<file path="src/rtl/spi_pkg.sv">
// spi_pkg: state encoding, SPI mode encodings and counter sizing shared by
// spi_master_param and spi_clk_gen.
`default_nettype none

package spi_pkg;

   typedef enum logic [1:0] {
      IDLE  = 2'd0,
      SETUP = 2'd1,
      XFER  = 2'd2,
      HOLD  = 2'd3
   } state_t;

   // SPI mode encodings as {cpol, cpha}
   localparam logic [1:0] MODE0 = 2'b00;
   localparam logic [1:0] MODE1 = 2'b01;
   localparam logic [1:0] MODE2 = 2'b10;
   localparam logic [1:0] MODE3 = 2'b11;

   function automatic int half_cnt_w(input int clk_div);
      return (clk_div > 1) ? $clog2(clk_div) : 1;
   endfunction

endpackage

`default_nettype wire

</file>
<file path="src/rtl/spi_clk_gen.sv">
// spi_clk_gen: SCLK half-period timer; emits half-period-end strobes and
// leading/trailing edge strobes plus the count of edges seen in XFER.
`default_nettype none

module spi_clk_gen
   import spi_pkg::*;
#(
   parameter int DATA_W  = 8,
   parameter int CLK_DIV = 2,
   parameter int EDGE_W  = $clog2(2*DATA_W+1)
) (
   input  logic              clk,
   input  logic              rst,
   input  logic              run,
   input  logic              xfer,
   output logic              half_end,
   output logic              lead,
   output logic              trail,
   output logic [EDGE_W-1:0] edge_cnt
);

   localparam int CNT_W = half_cnt_w(CLK_DIV);

   logic [CNT_W-1:0] cnt;

   assign half_end = run && (cnt == CNT_W'(CLK_DIV-1));
   // even-numbered half-periods end on a leading edge, odd ones on a trailing edge
   assign lead     = half_end && xfer && !edge_cnt[0];
   assign trail    = half_end && xfer &&  edge_cnt[0];

   always_ff @(posedge clk) begin
      if (rst || !run || half_end)
         cnt <= '0;
      else
         cnt <= cnt + 1'b1;
   end

   always_ff @(posedge clk) begin
      if (rst || !xfer)
         edge_cnt <= '0;
      else if (half_end)
         edge_cnt <= edge_cnt + 1'b1;
   end

endmodule

`default_nettype wire

</file>
<file path="src/rtl/spi_master_param.sv">
// spi_master_param: parametrised SPI master with runtime CPOL/CPHA and NUM_SS selects.
// Optional macro SPI_BIT_ORDER_EN adds the lsb_first input for LSB-first transfers.
`default_nettype none

module spi_master_param
   import spi_pkg::*;
#(
   parameter int DATA_W  = 8,
   parameter int CLK_DIV = 2,
   parameter int NUM_SS  = 1,
   parameter int SEL_W   = (NUM_SS > 1) ? $clog2(NUM_SS) : 1
) (
   input  logic              clk,
   input  logic              rst,
   input  logic [DATA_W-1:0] data_in,
   input  logic              ready_send,
   input  logic              cpol,
   input  logic              cpha,
   input  logic [SEL_W-1:0]  ss_sel,
`ifdef SPI_BIT_ORDER_EN
   input  logic              lsb_first,
`endif
   input  logic              miso,
   output logic              mosi,
   output logic              sclk,
   output logic [NUM_SS-1:0] ss,
   output logic              busy,
   output logic              done,
   output logic [DATA_W-1:0] data_out
);

   localparam int EDGE_W = $clog2(2*DATA_W+1);

   state_t            state, state_nx;
   logic [DATA_W-1:0] tx_sr, tx_sr_nx, rx_sr, rx_sr_nx, data_out_nx;
   logic [DATA_W-1:0] tx_word, rx_word;
   logic [NUM_SS-1:0] ss_nx, ss_dec;
   logic              mosi_nx, sclk_nx, done_nx;
   logic              cpol_lat, cpol_lat_nx, cpha_lat, cpha_lat_nx, lsb_lat, lsb_lat_nx;
   logic              lsb_in, sample_on_lead, last_edge;
   logic              half_end, lead, trail;
   logic [EDGE_W-1:0] edge_cnt;

`ifdef SPI_BIT_ORDER_EN
   assign lsb_in = lsb_first;
`else
   assign lsb_in = 1'b0;
`endif

   assign busy           = (state != IDLE);
   assign sample_on_lead = ({cpol_lat, cpha_lat} == MODE0) || ({cpol_lat, cpha_lat} == MODE2);
   assign last_edge      = (edge_cnt == EDGE_W'(2*DATA_W-1));

   spi_clk_gen #(
      .DATA_W  (DATA_W),
      .CLK_DIV (CLK_DIV),
      .EDGE_W  (EDGE_W)
   ) u_clk_gen (
      .clk      (clk),
      .rst      (rst),
      .run      (busy),
      .xfer     (state == XFER),
      .half_end (half_end),
      .lead     (lead),
      .trail    (trail),
      .edge_cnt (edge_cnt)
   );

   // LSB-first is handled by reversing words at the edges; the shifters stay MSB-first
   always_comb begin
      tx_word = data_in;
      rx_word = rx_sr;
      for (int i = 0; i < DATA_W; i++) begin
         if (lsb_in)  tx_word[i] = data_in[DATA_W-1-i];
         if (lsb_lat) rx_word[i] = rx_sr[DATA_W-1-i];
      end
      ss_dec = '0;
      for (int i = 0; i < NUM_SS; i++)
         if (ss_sel == SEL_W'(i)) ss_dec[i] = 1'b1;
   end

   always_comb begin
      state_nx    = state;
      tx_sr_nx    = tx_sr;
      rx_sr_nx    = rx_sr;
      data_out_nx = data_out;
      ss_nx       = ss;
      mosi_nx     = mosi;
      sclk_nx     = sclk;
      done_nx     = 1'b0;
      cpol_lat_nx = cpol_lat;
      cpha_lat_nx = cpha_lat;
      lsb_lat_nx  = lsb_lat;
      case (state)
         IDLE: begin
            sclk_nx = cpol;
            ss_nx   = '1;
            if (ready_send) begin
               state_nx    = SETUP;
               tx_sr_nx    = tx_word;
               mosi_nx     = tx_word[DATA_W-1];
               cpol_lat_nx = cpol;
               cpha_lat_nx = cpha;
               lsb_lat_nx  = lsb_in;
               ss_nx       = ~ss_dec;
            end
         end
         SETUP: begin
            if (half_end) state_nx = XFER;
         end
         XFER: begin
            if (half_end) sclk_nx = ~sclk;
            if (sample_on_lead) begin
               if (lead) rx_sr_nx = {rx_sr[DATA_W-2:0], miso};
               if (trail && !last_edge) begin
                  mosi_nx  = tx_sr[DATA_W-2];
                  tx_sr_nx = {tx_sr[DATA_W-2:0], 1'b0};
               end
            end else begin
               if (trail) rx_sr_nx = {rx_sr[DATA_W-2:0], miso};
               if (lead) begin
                  mosi_nx  = tx_sr[DATA_W-1];
                  tx_sr_nx = {tx_sr[DATA_W-2:0], 1'b0};
               end
            end
            if (half_end && last_edge) state_nx = HOLD;
         end
         HOLD: begin
            if (half_end) begin
               state_nx    = IDLE;
               ss_nx       = '1;
               done_nx     = 1'b1;
               data_out_nx = rx_word;
            end
         end
         default: state_nx = IDLE;
      endcase
   end

   always_ff @(posedge clk) begin
      if (rst) begin
         state    <= IDLE;
         tx_sr    <= '0;
         rx_sr    <= '0;
         data_out <= '0;
         ss       <= '1;
         mosi     <= 1'b0;
         sclk     <= 1'b0;
         done     <= 1'b0;
         cpol_lat <= 1'b0;
         cpha_lat <= 1'b0;
         lsb_lat  <= 1'b0;
      end else begin
         state    <= state_nx;
         tx_sr    <= tx_sr_nx;
         rx_sr    <= rx_sr_nx;
         data_out <= data_out_nx;
         ss       <= ss_nx;
         mosi     <= mosi_nx;
         sclk     <= sclk_nx;
         done     <= done_nx;
         cpol_lat <= cpol_lat_nx;
         cpha_lat <= cpha_lat_nx;
         lsb_lat  <= lsb_lat_nx;
      end
   end

endmodule

`default_nettype wire

</file>
<file path="config.mk">
export PLATFORM = sky130hd
export DESIGN_NAME = spi_master_param
export DESIGN_NICKNAME = d
export VERILOG_FILES = /design/src/rtl/spi_pkg.sv /design/src/rtl/spi_clk_gen.sv /design/src/rtl/spi_master_param.sv
export SDC_FILE = /design/constraint.sdc
export NUM_CORES = 1
export LEC_CHECK = 0
export BUFFER_PORTS_ARGS = -buffer_cell sky130_fd_sc_hd__buf_4
export CAP_MARGIN = 25
export CORE_ASPECT_RATIO = 0.5
export CORE_MARGIN = 5
export CORE_UTILIZATION = 40
export CTS_CLUSTER_DIAMETER = 120
export DETAILED_ROUTE_END_ITERATION = 16
export SYNTH_ARGS = -nofsm -noshare
export SYNTH_HDL_FRONTEND = slang
export SYNTH_HIERARCHICAL = 1
export SYNTH_SLANG_ARGS = --single-unit
</file>
<file path="constraint.sdc">
create_clock -name clk -period 3.9 [get_ports clk]
set_input_delay 0.78 -clock clk [delete_from_list [all_inputs] [get_ports clk]]
set_output_delay 0.78 -clock clk [all_outputs]
set_load 0.02 [all_outputs]
</file>
== Yosys cells after proc, flatten, opt, wreduce, memory -nomap -nowiden ==
Cells that the tools add are included.
Word-level totals
  flip-flop bits (word level): 38
  input port bits: 15
  output and inout bits: 13
  word-level logic and storage cells: 81
Operators by class
  add/subtract/negate cells: 2
  equal/unequal tests: 13
  multiplexer cells: 24
  bitwise operators: 2
  reductions and logical operators: 28
Operators with widths (number)
  8-bit two-way mux: 7
  8-bit case mux with 2 select lines: 1
  2-bit != test, second input constant: 5
  1-bit two-way mux: 8
  2-bit two-way mux: 4
  2-bit case mux with 4 select lines: 1
  2-bit AND reduction: 4
  4-bit AND reduction: 2
  2-bit nonzero test: 4
  2-bit equality test, second input constant: 3
  1-bit logical AND: 6
  3-bit != test, second input constant: 2
  1-bit case mux with 2 select lines: 3
  5-bit by 1-bit adder with 5-bit output, second input constant: 1
  5-bit by 4-bit equality test with 1-bit output, second input constant: 1
  1-bit zero test: 4
  2-bit zero test: 2
  1-bit logical OR: 4
  3-bit AND reduction: 1
  2-bit by 1-bit equality test with 1-bit output, second input constant: 1
  2-bit by 1-bit != test with 1-bit output, second input constant: 1
  1-bit NOT: 2
  2-bit OR reduction: 1
  1-bit adder, second input constant: 1

== Depth between registers and ports, before layout ==
Gate-level depths: netlist of run 1.
  depth after elaboration: 8
  depth in mapped cells: 12
  gate-level depth less buffers: 10

== Hierarchy ==
The synthesis of run 1 kept the hierarchy.
Modules (own cells, without submodules)
  spi_master_param: instances 1, cells each 164, area each 1510.2 sq um, seq. area each 620.6 sq um
  spi_clk_gen: instances 1, cells each 30, area each 260.2 sq um, seq. area each 120.1 sq um

== Least setup slack after synthesis of run 1 ==
OpenSTA, ideal clock, no wires.
  path kind: flip-flop to flip-flop
  start point: register state[0]
  end point: register tx_sr[7]
  library setup time: 130 ps
  arrival: 2182 ps
  required time: 3770 ps
  path slack: 1588 ps
  cell stages (with the launch flop): 12
  buffers on the path: 1
  clock period less this slack: 2312 ps
  cells stage by stage: dfxtp_1 > inv_1 > ha_1 > buf_6 > inv_1 > nand2_1 > inv_1 > and3_1 > nor2b_1 > o211ai_2 > a221oi_2 > nor3_2
On the way
  cells in the longest elaborated chain, start to end: 7
  elaborated cells between the ends (all ways): 14
  those cells by class: eq/ne (4); mux (1); reduce/logical (9)
Ends and longest elaborated chain
  start: declaration: line spi_master_param.sv:34  | state_t state, state_nx;
  start signal: assignment: line spi_master_param.sv:154  | state <= state_nx;
  2-bit nonzero test: line spi_master_param.sv:50  | assign busy = (state != IDLE);
  via busy: line spi_master_param.sv:27  | output logic busy,
  1-bit logical AND: line spi_clk_gen.sv:26  | assign half_end = run && (cnt == CNT_W'(CLK_DIV-1));
  via half_end: line spi_master_param.sv:41  | logic half_end, lead, trail;
  1-bit logical AND (2 in series): line spi_clk_gen.sv:29  | assign trail = half_end && xfer && edge_cnt[0];
  via trail: line spi_master_param.sv:41
  1-bit logical AND: line spi_master_param.sv:115  | if (trail && !last_edge) begin
  3-bit != test (no line)
  4-bit AND reduction (no line)
  end signal: assignment: line spi_master_param.sv:155  | tx_sr <= tx_sr_nx;
  end: declaration: line spi_master_param.sv:35  | logic [DATA_W-1:0] tx_sr, tx_sr_nx, rx_sr, rx_sr_nx, data_out_nx;
The timed path passes the listed nets, and every way through them passes these cells.
A chain may end at the register's enable or synchronous reset.

== Worst setup path in the final report of run 1 ==
  start point: register state[0]
  end point: register tx_sr[7]
On the way
  cells in the longest elaborated chain, start to end: 7
  elaborated cells between the ends (all ways): 14
  those cells by class: eq/ne (4); mux (1); reduce/logical (9)
Ends and longest elaborated chain (line)
  2-bit nonzero test: spi_master_param.sv:50
  1-bit logical AND: spi_clk_gen.sv:26
  via half_end: spi_master_param.sv:41
  1-bit logical AND (2 in series): spi_clk_gen.sv:29
  via trail: spi_master_param.sv:41
  1-bit logical AND: spi_master_param.sv:115
  3-bit != test (no line)
  4-bit AND reduction (no line)
The timed path passes the listed nets, and every way through them passes these cells.

==> out/qor.tcl, run 1 <==
set qor(via_count) 1419
set qor(number_of_gates_resized_after_cts) 0
set qor(detailroute.wirelength.met3_um) 121
set qor(ctsHoldBuffers) 0
set qor(grt.overflow.total) 0
set qor(fraction_of_the_cycle_the_final_worst_path_needs) 0.6459
set qor(synth_cell_types) 36
set qor(status) {finished, final reports clean}
set qor(rsz0062_at_grt) {no}
set qor(cts_buffer_depth) 2
set qor(placement_rows) 17
set qor(finalSetupViolCount) 0
set qor(setup.worst_path.start_class) {flop}
set qor(ctsHtreeMaxLevel) 2
set qor(fmax_mhz) 397.0
set qor(gp_congestion) 0.7984
set qor(cts_setup_buffers) 0
set qor(p_leak_nw) 0.9052
set qor(regArea_um2) 740.7
set qor(number_of_global_route_vias_before_repair) 1387
set qor(viasPerCell) 5.123
set qor(worst_max_slew_pin_slew_ns) 0.5852
set qor(ys.warnings.count) 6
set qor(grt_start_max_net_pins) 32
set qor(comb_power_share) 0.351
set qor(p_sw_frac) 0.3487
set qor(ctsRootBufferMaster) {sky130_fd_sc_hd__clkbuf_8}
set qor(hpwlAfterDp_mm) 2.443
set qor(grt_pass1_wl_mm) 6.285
set qor(setup.worst_path.end_class) {flop}
set qor(initial_core_util) 0.4080
set qor(top_level_ports) 28
set qor(met2_wire_length_mm) 1.608
set qor(synth_cell_area_um2) 1770
set qor(antenna_left) 0
set qor(worst_ep_arrival_time_ns) 2.70
set qor(clockPowerShare) 0.274
set qor(io_buffers) 27
set qor(async_flop_share) 0
set qor(cap_violations) 0
set qor(final_critical_delay_including_setup_and_external_delays_ns) 2.519
set qor(highest-signal-layer) {met4}
set qor(drt-pass1-iter-count) 4
set qor(diodes) 0
set qor(dominantRegCellSynth) {sky130_fd_sc_hd__dfxtp_1}
set qor(grt.total_usage) 0.1283
set qor(hold_viol) 0
set qor(timing.hold.worst.class) {reg -> reg}
set qor(post_route_cells_drive_above_1_share) 0.2455
set qor(fin_skew_ns) 0.007156
set qor(multiInputGateArea_um2) 937.1
set qor(m1WireLength_mm) 1.741
set qor(final_net_count) 239
set qor(required_ns) 4.08
set qor(synth-edff-count) 0
set qor(clkSinkCount) 37
set qor(critical_path_peak_fanout) 9
set qor(power-per-cell-area_nw_per_um2) 601.8
set qor(postSynthNetCount) 214
set qor(floorplan.die_area_um2) 5938
set qor(sequentialPowerShare) 0.375
set qor(syn-instance-count) 194
set qor(setup.worst_path.class) {reg -> reg}
set qor(synth-seq-cells) 37
set qor(grt_antenna_before_repair) 0
set qor(cts_tree) {yes}
set qor(drc) 0
set qor(clkSlewWorstSetupHoldPaths_ns) 0.07
set qor(fp.dieW_um) 104.1
set qor(p_total_mw) 1.267
set qor(post_synth.cell_area_avg_um2) 9.126
set qor(die_y_um) 57.05
set qor(p_switching_mw) 0.4419
set qor(postRouteWirelength_mm) 3.538
set qor(totalNegativeSetupSlack_ns) 0
set qor(final_max_slew_viol_count) 0
set qor(max-slew-margin-rel) 0.6087
set qor(coreArea_um2) 4339
set qor(routed_len_inst_um) 12.77
set qor(ir_worst_vdd_uv) 222.0
set qor(dr.first_iter.drc_count) 40
set qor(intPower_mw) 0.8254
set qor(syn2layout_area_growth_pct) 18.94
set qor(layout.filler_cells) 426
set qor(clk-insertion-delay-late_ns) 0.29
set qor(cts-buffers-inserted) 5
set qor(synth-seq-area-share) 0.4184
[cell type report]
cell class / instances / share of cell area
Timing Repair Buffer: 28 / 0.09982
Tap cell: 57 / 0.03387
Clock buffer: 6 / 0.03922
Sequential cell: 37 / 0.3518
Inverter: 7 / 0.01248
Multi-Input combinational cell: 140 / 0.4450
Clock inverter: 2 / 0.01783
[metal layers]
layer  track usage  up-vias
met5             0        -
met4       0.05720        0
met3       0.04181        8
met2        0.2002       15
met1        0.1639      670
li1              -      726
[final timing paths]
check | cells past startpoint | slack [ns] | from | endpoint
hold reg to reg | 2 | 0.46 | data_out[7]$_SDFFE_PP0P_ | data_out[7]$_SDFFE_PP0P_
setup / recovery | 10 | 1.38 | state[0]$_SDFFE_PP0P_ | tx_sr[7]$_SDFFE_PP0P_
setup reg to reg | 10 | 1.38 | state[0]$_SDFFE_PP0P_ | tx_sr[7]$_SDFFE_PP0P_
hold / removal | 2 | 0.46 | data_out[7]$_SDFFE_PP0P_ | data_out[7]$_SDFFE_PP0P_
[cell usage in the layout (no fill, tap or decap), drive strengths merged]
cell / Yosys / routed
dfxtp: 37 / 37
nand2: 31 / 31
buf: 6 / 28
a21oi: 17 / 17
nor3: 17 / 17
nor2: 13 / 13
mux2i: 12 / 12
nor2b: 8 / 8
inv: 7 / 7
a221oi: 7 / 7
clkbuf: 4 / 6
ha: 5 / 5
nand3: 5 / 5
o21ai: 4 / 4
o211ai: 2 / 2
o22ai: 2 / 2
nand2b: 2 / 2
nor3b: 2 / 2
or3: 2 / 2
mux2: 2 / 2
and2: 1 / 1
nand4b: 1 / 1
a21o: 1 / 1
o211a: 1 / 1
o221ai: 1 / 1
o31ai: 1 / 1
clkinvlp: 0 / 1
bufinv: 0 / 1
and3: 1 / 1
xor2: 1 / 1
xnor2: 1 / 1
[flip-flops by register name, summed over array words and instances (netlist names)]
signal              cells
sclk                    1
ss                      1
u_clk_gen/edge_cnt      5
tx_sr                   8
data_out                8
cpha_lat                1
u_clk_gen/cnt           1
done                    1
mosi                    1
rx_sr                   8
state                   2
[synth_stat cells (all sizes together) (5+ instances only)]
cell | number | share of area
dfxtp | 37 | 0.42
nor3 | 17 | 0.054
ha | 5 | 0.035
nor2 | 13 | 0.028
a21oi | 17 | 0.050
buf | 6 | 0.029
a221oi | 7 | 0.059
nor2b | 8 | 0.028
inv | 7 | 0.015
nand2 | 31 | 0.067
nand3 | 5 | 0.017
mux2i | 12 | 0.068
[metrics by stage]
step	utilization	hold slack [ns]	cells	area, um^2	worst slack [ns]
floorplan	-	0.4316	194	1770	1.588
global placement	0.4576	0.4456	269	1986	1.556
detailed placement	0.4576	0.4494	269	1986	1.412
CTS	0.4853	0.4604	277	2106	1.388
global route	0.4853	0.4774	277	2106	1.115
finish	0.4853	0.4597	277	2106	1.381
[cells by family after synthesis]
| family | after synthesis | share of synthesized area |
|---|---|---|
| fa+ha+maj | 5 | 0.03534 |
| flops | 37 | 0.4184 |
| buf+inv | 17 | 0.05230 |
| compound gates | 36 | 0.1647 |
| xor+xnor | 2 | 0.009896 |
| mux | 14 | 0.08269 |
| simple gates | 83 | 0.2368 |
[power groups by stage]
stage	Sequential (mW)	Combinational, mW	Clock, mW
5_1_grt	0.484	0.499	0.380
6_report	0.476	0.445	0.347
3_5_place_dp	0.484	0.444	0
2_1_floorplan	0.486	0.370	0
3_3_place_gp	0.483	0.436	0
4_1_cts	0.475	0.446	0.358
[worst max-delay path, stage by stage, from the launching register on]
cell and delay (ns):
sky130_fd_sc_hd__dfxtp_1 0.37, sky130_fd_sc_hd__inv_1 0.08, sky130_fd_sc_hd__ha_1 0.31, sky130_fd_sc_hd__inv_1 0.22
sky130_fd_sc_hd__nand2_1 0.12, sky130_fd_sc_hd__inv_1 0.22, sky130_fd_sc_hd__and3_1 0.20, sky130_fd_sc_hd__nor2b_1 0.20
sky130_fd_sc_hd__o211ai_2 0.29, sky130_fd_sc_hd__a221oi_2 0.33, sky130_fd_sc_hd__nor3_2 0.06
(Power assumes the default switching activity.)
==> run 2, diff against run 1 <==
==> constraint.sdc (replaced) <==
create_clock -name clk -period 2.4 [get_ports clk]
set_input_delay 0.48 -clock clk [delete_from_list [all_inputs] [get_ports clk]]
set_output_delay 0.48 -clock clk [all_outputs]
set_load 0.02 [all_outputs]
==> out/qor.tcl, run 2 (synthesis gave the netlist of run 1 again) <==
set qor(status) {finished, final reports clean}
set qor(grt_pass1_wl_mm) 5.954 ;# -5.3%
set qor(clkSinkCount) 37 ;# unchanged
set qor(cp_cell_sequence) {inv_1, ha_1, inv_1, nand2_1, inv_1, and3_1, nor2b_1, o211ai_2, a221oi_2, nor3_1}
set qor(clk-insertion-delay-late_ns) 0.29 ;# about the same
set qor(grt_start_max_net_pins) 32 ;# unchanged
set qor(viasPerCell) 5.053 ;# -1.4%
set qor(postLayoutSetupSlackWorst_ns) 0.3504 ;# -1.031 ns
set qor(number_of_gates_resized_after_cts) 0 ;# unchanged
set qor(cts-buffers-inserted) 5 ;# unchanged
set qor(required_ns) 2.57 ;# -1.51 ns
set qor(gp_congestion) 0.7557 ;# -5.3%
set qor(final_net_count) 243 ;# +1.7%
set qor(floorplan.die_area_um2) 5938 ;# unchanged
set qor(setup.worst_path.start_class) {flop}
set qor(dr.first_iter.drc_count) 55 ;# +38%
set qor(routed_len_inst_um) 12.73 ;# -0.31%
set qor(setup.worst_path.end_class) {flop}
set qor(p_leak_nw) 0.9127 ;# +0.83%
set qor(clkSlewWorstSetupHoldPaths_ns) 0.08 ;# about the same
set qor(hold_viol) 0 ;# unchanged
set qor(fmax_mhz) 487.9 ;# +23%
set qor(critPathMaxStageDelay_ns) 0.37 ;# about the same
set qor(grt.overflow.total) 0 ;# unchanged
set qor(cts_setup_buffers) 0 ;# unchanged
set qor(post-place-cells) 273 ;# +1.5%
set qor(top_level_ports) 28 ;# unchanged
set qor(critical-path-slowest-cell) {sky130_fd_sc_hd__dfxtp_1}
set qor(finalSetupViolCount) 0 ;# unchanged
set qor(die_y_um) 57.05 ;# unchanged
set qor(placement_rows) 17 ;# unchanged
set qor(final_max_slew_viol_count) 0 ;# unchanged
set qor(final_critical_delay_including_setup_and_external_delays_ns) 2.050 ;# -0.4693 ns
set qor(cap_violations) 0 ;# unchanged
set qor(via_count) 1420 ;# +0.070%
set qor(worst_max_slew_pin_slew_ns) 0.5654 ;# -0.01984 ns
set qor(ir_worst_vdd_uv) 372.0 ;# +68%
set qor(final_util) 0.4853 ;# unchanged
set qor(path_common_cell) {sky130_fd_sc_hd__inv_1}
set qor(diodes) 0 ;# unchanged
set qor(fin_skew_ns) 0.009659 ;# +0.002503 ns
set qor(fraction_of_the_cycle_the_final_worst_path_needs) 0.8540 ;# +0.2081
set qor(coreArea_um2) 4339 ;# unchanged
set qor(syn2layout_area_growth_pct) 18.94 ;# unchanged
set qor(antenna_left) 0 ;# unchanged
set qor(final_cell_count_no_fill) 281 ;# +1.4%
set qor(biggestRegsByFlops) {data_out: 8 flops, rx_sr: 8 flops, tx_sr: 8 flops}
set qor(grt.total_usage) 0.1200 ;# -0.008350
set qor(io_buffers) 27 ;# unchanged
set qor(timing.hold.worst.class) {in -> reg}
set qor(drc) 0 ;# unchanged
set qor(mostFrequentLayoutCell) {sky130_fd_sc_hd__dfxtp_1}
set qor(hold_slack_ns) 0.4254 ;# -0.03427 ns
set qor(pre_cts_slack_ns) 0.3624 ;# -1.050 ns
set qor(power-per-cell-area_nw_per_um2) 942.3 ;# +57%
set qor(regArea_um2) 740.7 ;# unchanged
set qor(rsz0062_at_grt) {no}
set qor(hpwlAfterDp_mm) 2.508 ;# +2.6%
set qor(postRouteWirelength_mm) 3.578 ;# +1.1%
set qor(layout.filler_cells) 440 ;# +3.3%
set qor(mostFrequentLayoutCells) {sky130_fd_sc_hd__dfxtp_1, sky130_fd_sc_hd__buf_4, sky130_fd_sc_hd__nand2_1, sky130_fd_sc_hd__a21oi_1, sky130_fd_sc_hd__nor3_1}
set qor(initial_core_util) 0.4080 ;# unchanged
set qor(ctsHoldBuffers) 0 ;# unchanged
set qor(cts_tree) {yes}
set qor(cts_buffer_depth) 2 ;# unchanged
set qor(p_total_mw) 1.984 ;# +57%
set qor(postPlaceCellArea_um2) 2016 ;# +1.5%
set qor(multiInputGateArea_um2) 937.1 ;# unchanged
set qor(totalNegativeSetupSlack_ns) 0 ;# unchanged
set qor(ctsRootBufferMaster) {sky130_fd_sc_hd__clkbuf_8}
set qor(max-slew-margin-rel) 0.6220 ;# +0.01326
set qor(layout.cell_area.non_filler_um2) 2106 ;# unchanged
set qor(critical_path.n_buffers_inverters) 3 ;# unchanged
set qor(number_of_global_route_vias_before_repair) 1349 ;# -2.7%
set qor(critical_path_peak_fanout) 9 ;# unchanged
set qor(grt_antenna_before_repair) 0 ;# unchanged
set qor(cpLargestDelayFamily) {compound AO/OA/AOI/OAI gates}
set qor(ctsHtreeMaxLevel) 2 ;# unchanged
set qor(drt-pass1-iter-count) 4 ;# unchanged
set qor(setup.worst_path.class) {reg -> reg}
set qor(worst_ep_arrival_time_ns) 2.22 ;# -0.48 ns
set qor(post_route_cells_drive_above_1_share) 0.2589 ;# +0.01347
set qor(fp.dieW_um) 104.1 ;# unchanged
run 2: worst paths after layout:
check / from / end / slack (ns) / cells past startpoint
setup reg to reg: state[0]$_SDFFE_PP0P_ / tx_sr[4]$_SDFFE_PP0P_ / 0.35 / 10
hold reg to reg: rx_sr[7]$_SDFFE_PP0P_ / data_out[7]$_SDFFE_PP0P_ / 0.46 / 2
hold / removal: miso / rx_sr[0]$_SDFFE_PP0P_ / 0.43 / 3
setup / recovery: state[0]$_SDFFE_PP0P_ / tx_sr[4]$_SDFFE_PP0P_ / 0.35 / 10
run 2: report_power, final:
part           internal, mW  switching (mW)  total (mW)  leakage [nW]
Combinational         0.334           0.433       0.767         0.567
Sequential            0.704          0.0723       0.777         0.301
Clock                 0.206           0.235       0.441        0.0445
run 2: cell type report:
class | instances | share of cell area
Inverter | 7 | 0.01248
Multi-Input combinational cell | 140 | 0.4450
Timing Repair Buffer | 32 | 0.1141
Clock inverter | 3 | 0.01010
Sequential cell | 37 | 0.3518
Clock buffer | 5 | 0.03268
Tap cell | 57 | 0.03387
run 2: tightest hold or removal path: cells and delay by family:
family | cells | cell delay (ns)
mux | 1 | 0.05
buf+inv | 1 | 0.08
simple gates | 1 | 0.07
run 2: per-layer routing:
metal / share of wire / up-vias / GRT usage / routed length, um
met5: 0 / - / 0 / 0
met4: 0.0064 / 0 / 0.03506 / 23
met3: 0.040 / 2 / 0.03955 / 144
met2: 0.46 / 21 / 0.2065 / 1652
met1: 0.49 / 663 / 0.1451 / 1756
li1: - / 734 / - / -
==> run 3, diff against run 2 <==
--- a/config.mk
+++ b/config.mk
@@ -5,10 +5,10 @@
 export SDC_FILE = /design/constraint.sdc
 export NUM_CORES = 1
 export LEC_CHECK = 0
+export ABC_AREA = 1
 export BUFFER_PORTS_ARGS = -buffer_cell sky130_fd_sc_hd__buf_4
 export CAP_MARGIN = 25
 export CORE_ASPECT_RATIO = 0.5
-export CORE_MARGIN = 5
 export CORE_UTILIZATION = 40
 export CTS_CLUSTER_DIAMETER = 120
 export DETAILED_ROUTE_END_ITERATION = 16
==> out/qor.tcl, run 3 <==
set qor(critPathMaxStageDelay_ns) 0.38 ;# about the same
set qor(rsz0062_at_grt) {no}
set qor(critical_path_peak_fanout) 18 ;# +9
set qor(cts-buffers-inserted) 5 ;# unchanged
set qor(viasPerCell) 4.650 ;# -8.0%
set qor(mostFrequentLayoutCell) {sky130_fd_sc_hd__dfxtp_1}
set qor(diodes) 0 ;# unchanged
set qor(synth.area.top_cells) {sky130_fd_sc_hd__dfxtp_1, sky130_fd_sc_hd__nor2_1, sky130_fd_sc_hd__nand2_1, sky130_fd_sc_hd__a21oi_1, sky130_fd_sc_hd__o21ai_0}
set qor(post_synth.cell_area_avg_um2) 7.832 ;# -14%
set qor(most_frequent_cell_after_synthesis) {sky130_fd_sc_hd__dfxtp_1}
set qor(power-per-cell-area_nw_per_um2) 954.4 ;# +1.3%
set qor(drc) 0 ;# unchanged
set qor(required_ns) 2.58 ;# about the same
set qor(fp.dieW_um) 93.97 ;# -9.7%
set qor(postPlaceCellArea_um2) 1949 ;# -3.3%
set qor(clk-insertion-delay-late_ns) 0.29 ;# about the same
set qor(floorplan.die_area_um2) 4509 ;# -24%
set qor(hold_slack_ns) 0.4117 ;# -0.01372 ns
set qor(ctsHoldBuffers) 0 ;# unchanged
set qor(hold_viol) 0 ;# unchanged
set qor(synth-seq-cells) 37 ;# unchanged
set qor(placement_rows) 16 ;# -1
set qor(fmax_mhz) 493.4 ;# +1.1%
set qor(fin_skew_ns) 0.008260 ;# -0.001400 ns
set qor(worst_max_slew_pin_slew_ns) 0.5866 ;# +0.02126 ns
set qor(post_route_cells_drive_above_1_share) 0.2088 ;# -0.05009
set qor(setup.worst_path.end_class) {flop}
set qor(layout.filler_cells) 402 ;# -8.6%
set qor(grt_start_max_net_pins) 22 ;# -31%
set qor(clkSinkCount) 37 ;# unchanged
set qor(postRouteWirelength_mm) 3.229 ;# -9.8%
set qor(cts_tree) {yes}
set qor(setup.worst_path.class) {reg -> reg}
set qor(max-slew-margin-rel) 0.6085 ;# -0.01350
set qor(netlist_top_cells_count) {sky130_fd_sc_hd__dfxtp_1, sky130_fd_sc_hd__nor2_1, sky130_fd_sc_hd__nand2_1}
set qor(worstSetupStartpoint) {state[0]$_SDFFE_PP0P_}
set qor(synth-seq-area-share) 0.4379 ;# +0.01950
set qor(postSynthNetCount) 236 ;# +10%
set qor(r2r-start) {state[0]$_SDFFE_PP0P_}
set qor(dr.first_iter.drc_count) 71 ;# +29%
set qor(worstRegToRegCells) 11 ;# +1
set qor(routed_len_inst_um) 10.66 ;# -16%
set qor(ctsHtreeMaxLevel) 2 ;# unchanged
set qor(grt_pass1_wl_mm) 5.043 ;# -15%
set qor(clkSlewWorstSetupHoldPaths_ns) 0.08 ;# about the same
set qor(dominantRegCellSynth) {sky130_fd_sc_hd__dfxtp_1}
set qor(io_buffers) 27 ;# unchanged
set qor(final_net_count) 268 ;# +10%
set qor(top_level_ports) 28 ;# unchanged
set qor(initial_core_util) 0.4246 ;# +0.01661
set qor(grt.overflow.total) 0 ;# unchanged
set qor(critical_path.endpoint) {tx_sr[5]$_SDFFE_PP0P_}
set qor(synth_top_cell_area_share) 0.4379 ;# +0.01950
set qor(p_total_mw) 1.946 ;# -1.9%
set qor(drt-pass1-iter-count) 4 ;# unchanged
set qor(antenna_left) 0 ;# unchanged
set qor(cts_buffer_depth) 2 ;# unchanged
set qor(cap_violations) 0 ;# unchanged
set qor(fraction_of_the_cycle_the_final_worst_path_needs) 0.8444 ;# -0.009580
set qor(final_critical_delay_including_setup_and_external_delays_ns) 2.027 ;# -0.02299 ns
set qor(path_common_cell) {sky130_fd_sc_hd__inv_1}
set qor(critical-path-slowest-cell) {sky130_fd_sc_hd__dfxtp_1}
set qor(number_of_gates_resized_after_cts) 0 ;# unchanged
set qor(syn2layout_area_growth_pct) 20.56
set qor(grt.total_usage) 0.1503 ;# +0.03036
set qor(reg2reg_slack_ns) 0.37 ;# +0.02 ns
set qor(totalNegativeSetupSlack_ns) 0 ;# unchanged
set qor(synth_cell_area_um2) 1692 ;# -4.5%
set qor(timing.hold.worst.class) {in -> reg}
set qor(r2r-end) {tx_sr[5]$_SDFFE_PP0P_}
set qor(cp_cell_sequence) {inv_1, ha_1, inv_2, nand2_4, nor3_1, inv_1, o21bai_1, nand2_2, nand3_1, nand2_1, nor2_1}
set qor(biggestRegsByFlops) {data_out: 8 flops, rx_sr: 8 flops, tx_sr: 8 flops}
set qor(cts_setup_buffers) 0 ;# unchanged
set qor(async_flop_share) 0 ;# unchanged
set qor(final_max_slew_viol_count) 0 ;# unchanged
set qor(hpwlAfterDp_mm) 2.344 ;# -6.5%
set qor(die_y_um) 47.99 ;# -16%
set qor(syn-instance-count) 216 ;# +11%
set qor(gp_congestion) 0.8110 ;# +7.3%
set qor(status) {finished, final reports clean}
set qor(worst_ep_arrival_time_ns) 2.20 ;# -0.02 ns
set qor(number_of_global_route_vias_before_repair) 1091 ;# -19%
set qor(ys.warnings.count) 6 ;# unchanged
set qor(mostFrequentLayoutCells) {sky130_fd_sc_hd__dfxtp_1, sky130_fd_sc_hd__nor2_1, sky130_fd_sc_hd__buf_4, sky130_fd_sc_hd__nand2_1}
set qor(ir_worst_vdd_uv) 310.0 ;# -17%
set qor(grt_antenna_before_repair) 0 ;# unchanged
set qor(setup.worst_path.start_class) {flop}
set qor(synth.largest_area_cell) {sky130_fd_sc_hd__dfxtp_1}
set qor(via_count) 1409 ;# -0.77%
set qor(layout.cell_area.non_filler_um2) 2039 ;# -3.1%
set qor(coreArea_um2) 3984 ;# -8.2%
set qor(synth_cell_types) 28 ;# -22%
set qor(synth-edff-count) 0 ;# unchanged
set qor(finalSetupViolCount) 0 ;# unchanged
set qor(p_leak_nw) 0.8961 ;# -1.8%
set qor(ctsRootBufferMaster) {sky130_fd_sc_hd__clkbuf_8}
==> run 3: cell types whose count changed in the layout (fill, tap and decap cells not counted), sizes merged, moves of 6 or more <==
cell    change
nand3       +9
inv        +15
mux2i       -6
a21oi       +6
o21ai      +13
a221oi      -7
nor2       +26
nor2b       -8
a22o        +6
nor3       -14
==> run 3: cell families after synthesis <==
family                     count (synthesis)  synth area share
muxes                                      6           0.03550
DFF                                       37            0.4379
buffers and inverters                     28           0.07396
AOI/OAI and AO/OA                         49            0.1723
adders and majority gates                  5           0.03698
and+or+nand+nor                           91            0.2434
==> run 3: per-layer routing <==
layer / part of all wire / track usage / routed length, um
met2: 0.42 / 0.2175 / 1343
met1: 0.53 / 0.2023 / 1727
met5: 0 / 0 / 0
met3: 0.045 / 0.05714 / 144
met4: 0.0043 / 0.06462 / 14
==> run 3: report_power, final <==
group	switching [mW]	total [mW]	internal (mW)
clock network	0.226	0.432	0.206
logic	0.434	0.736	0.302
registers	0.0663	0.779	0.712
total	0.727	1.95	1.22
==> run 3: critical path: cells and delay by family (launching register included) <==
family / cells / cell delay, ns
and+or+nand+nor: 6 / 0.84
DFF: 1 / 0.38
buffers and inverters: 3 / 0.27
adders and majority gates: 1 / 0.24
AOI/OAI and AO/OA: 1 / 0.17
==> run 3: worst min path at each step <==
stage / cells past startpoint / slack (ns) / from / to
detailed placement: 2 / 0.46 / data_out[1]$_SDFFE_PP0P_ / data_out[1]$_SDFFE_PP0P_
floorplan: 2 / 0.44 / rx_sr[1]$_SDFFE_PP0P_ / rx_sr[2]$_SDFFE_PP0P_
finish: 2 / 0.41 / rst / u_clk_gen/cnt$_SDFF_PP0_
CTS: 2 / 0.40 / rst / u_clk_gen/cnt$_SDFF_PP0_
global route: 2 / 0.40 / rst / u_clk_gen/cnt$_SDFF_PP0_
global placement: 2 / 0.44 / data_out[0]$_SDFFE_PP0P_ / data_out[0]$_SDFFE_PP0P_
==> run 3: metrics by stage <==
stage,util,worst slack [ns],std cells
after global routing,0.5119,0.1104,303
after global placement,0.4893,0.4803,295
final,0.5119,0.3734,303
after detailed placement,0.4893,0.4057,295
after floorplan,-,0.5042,216
after CTS,0.5119,0.3826,303
==> run 3: cell type report <==
| class | instances | area (um^2) | share of cell area |
|---|---|---|---|
| multi-input combinational | 151 | 825.8 | 0.4049 |
| sequential | 37 | 740.7 | 0.3632 |
| timing repair buffer | 31 | 232.7 | 0.1141 |
| inverter | 22 | 82.58 | 0.04049 |
| clock buffer | 5 | 68.82 | 0.03374 |
| tap | 54 | 67.56 | 0.03313 |
| clock inverter | 3 | 21.27 | 0.01043 |
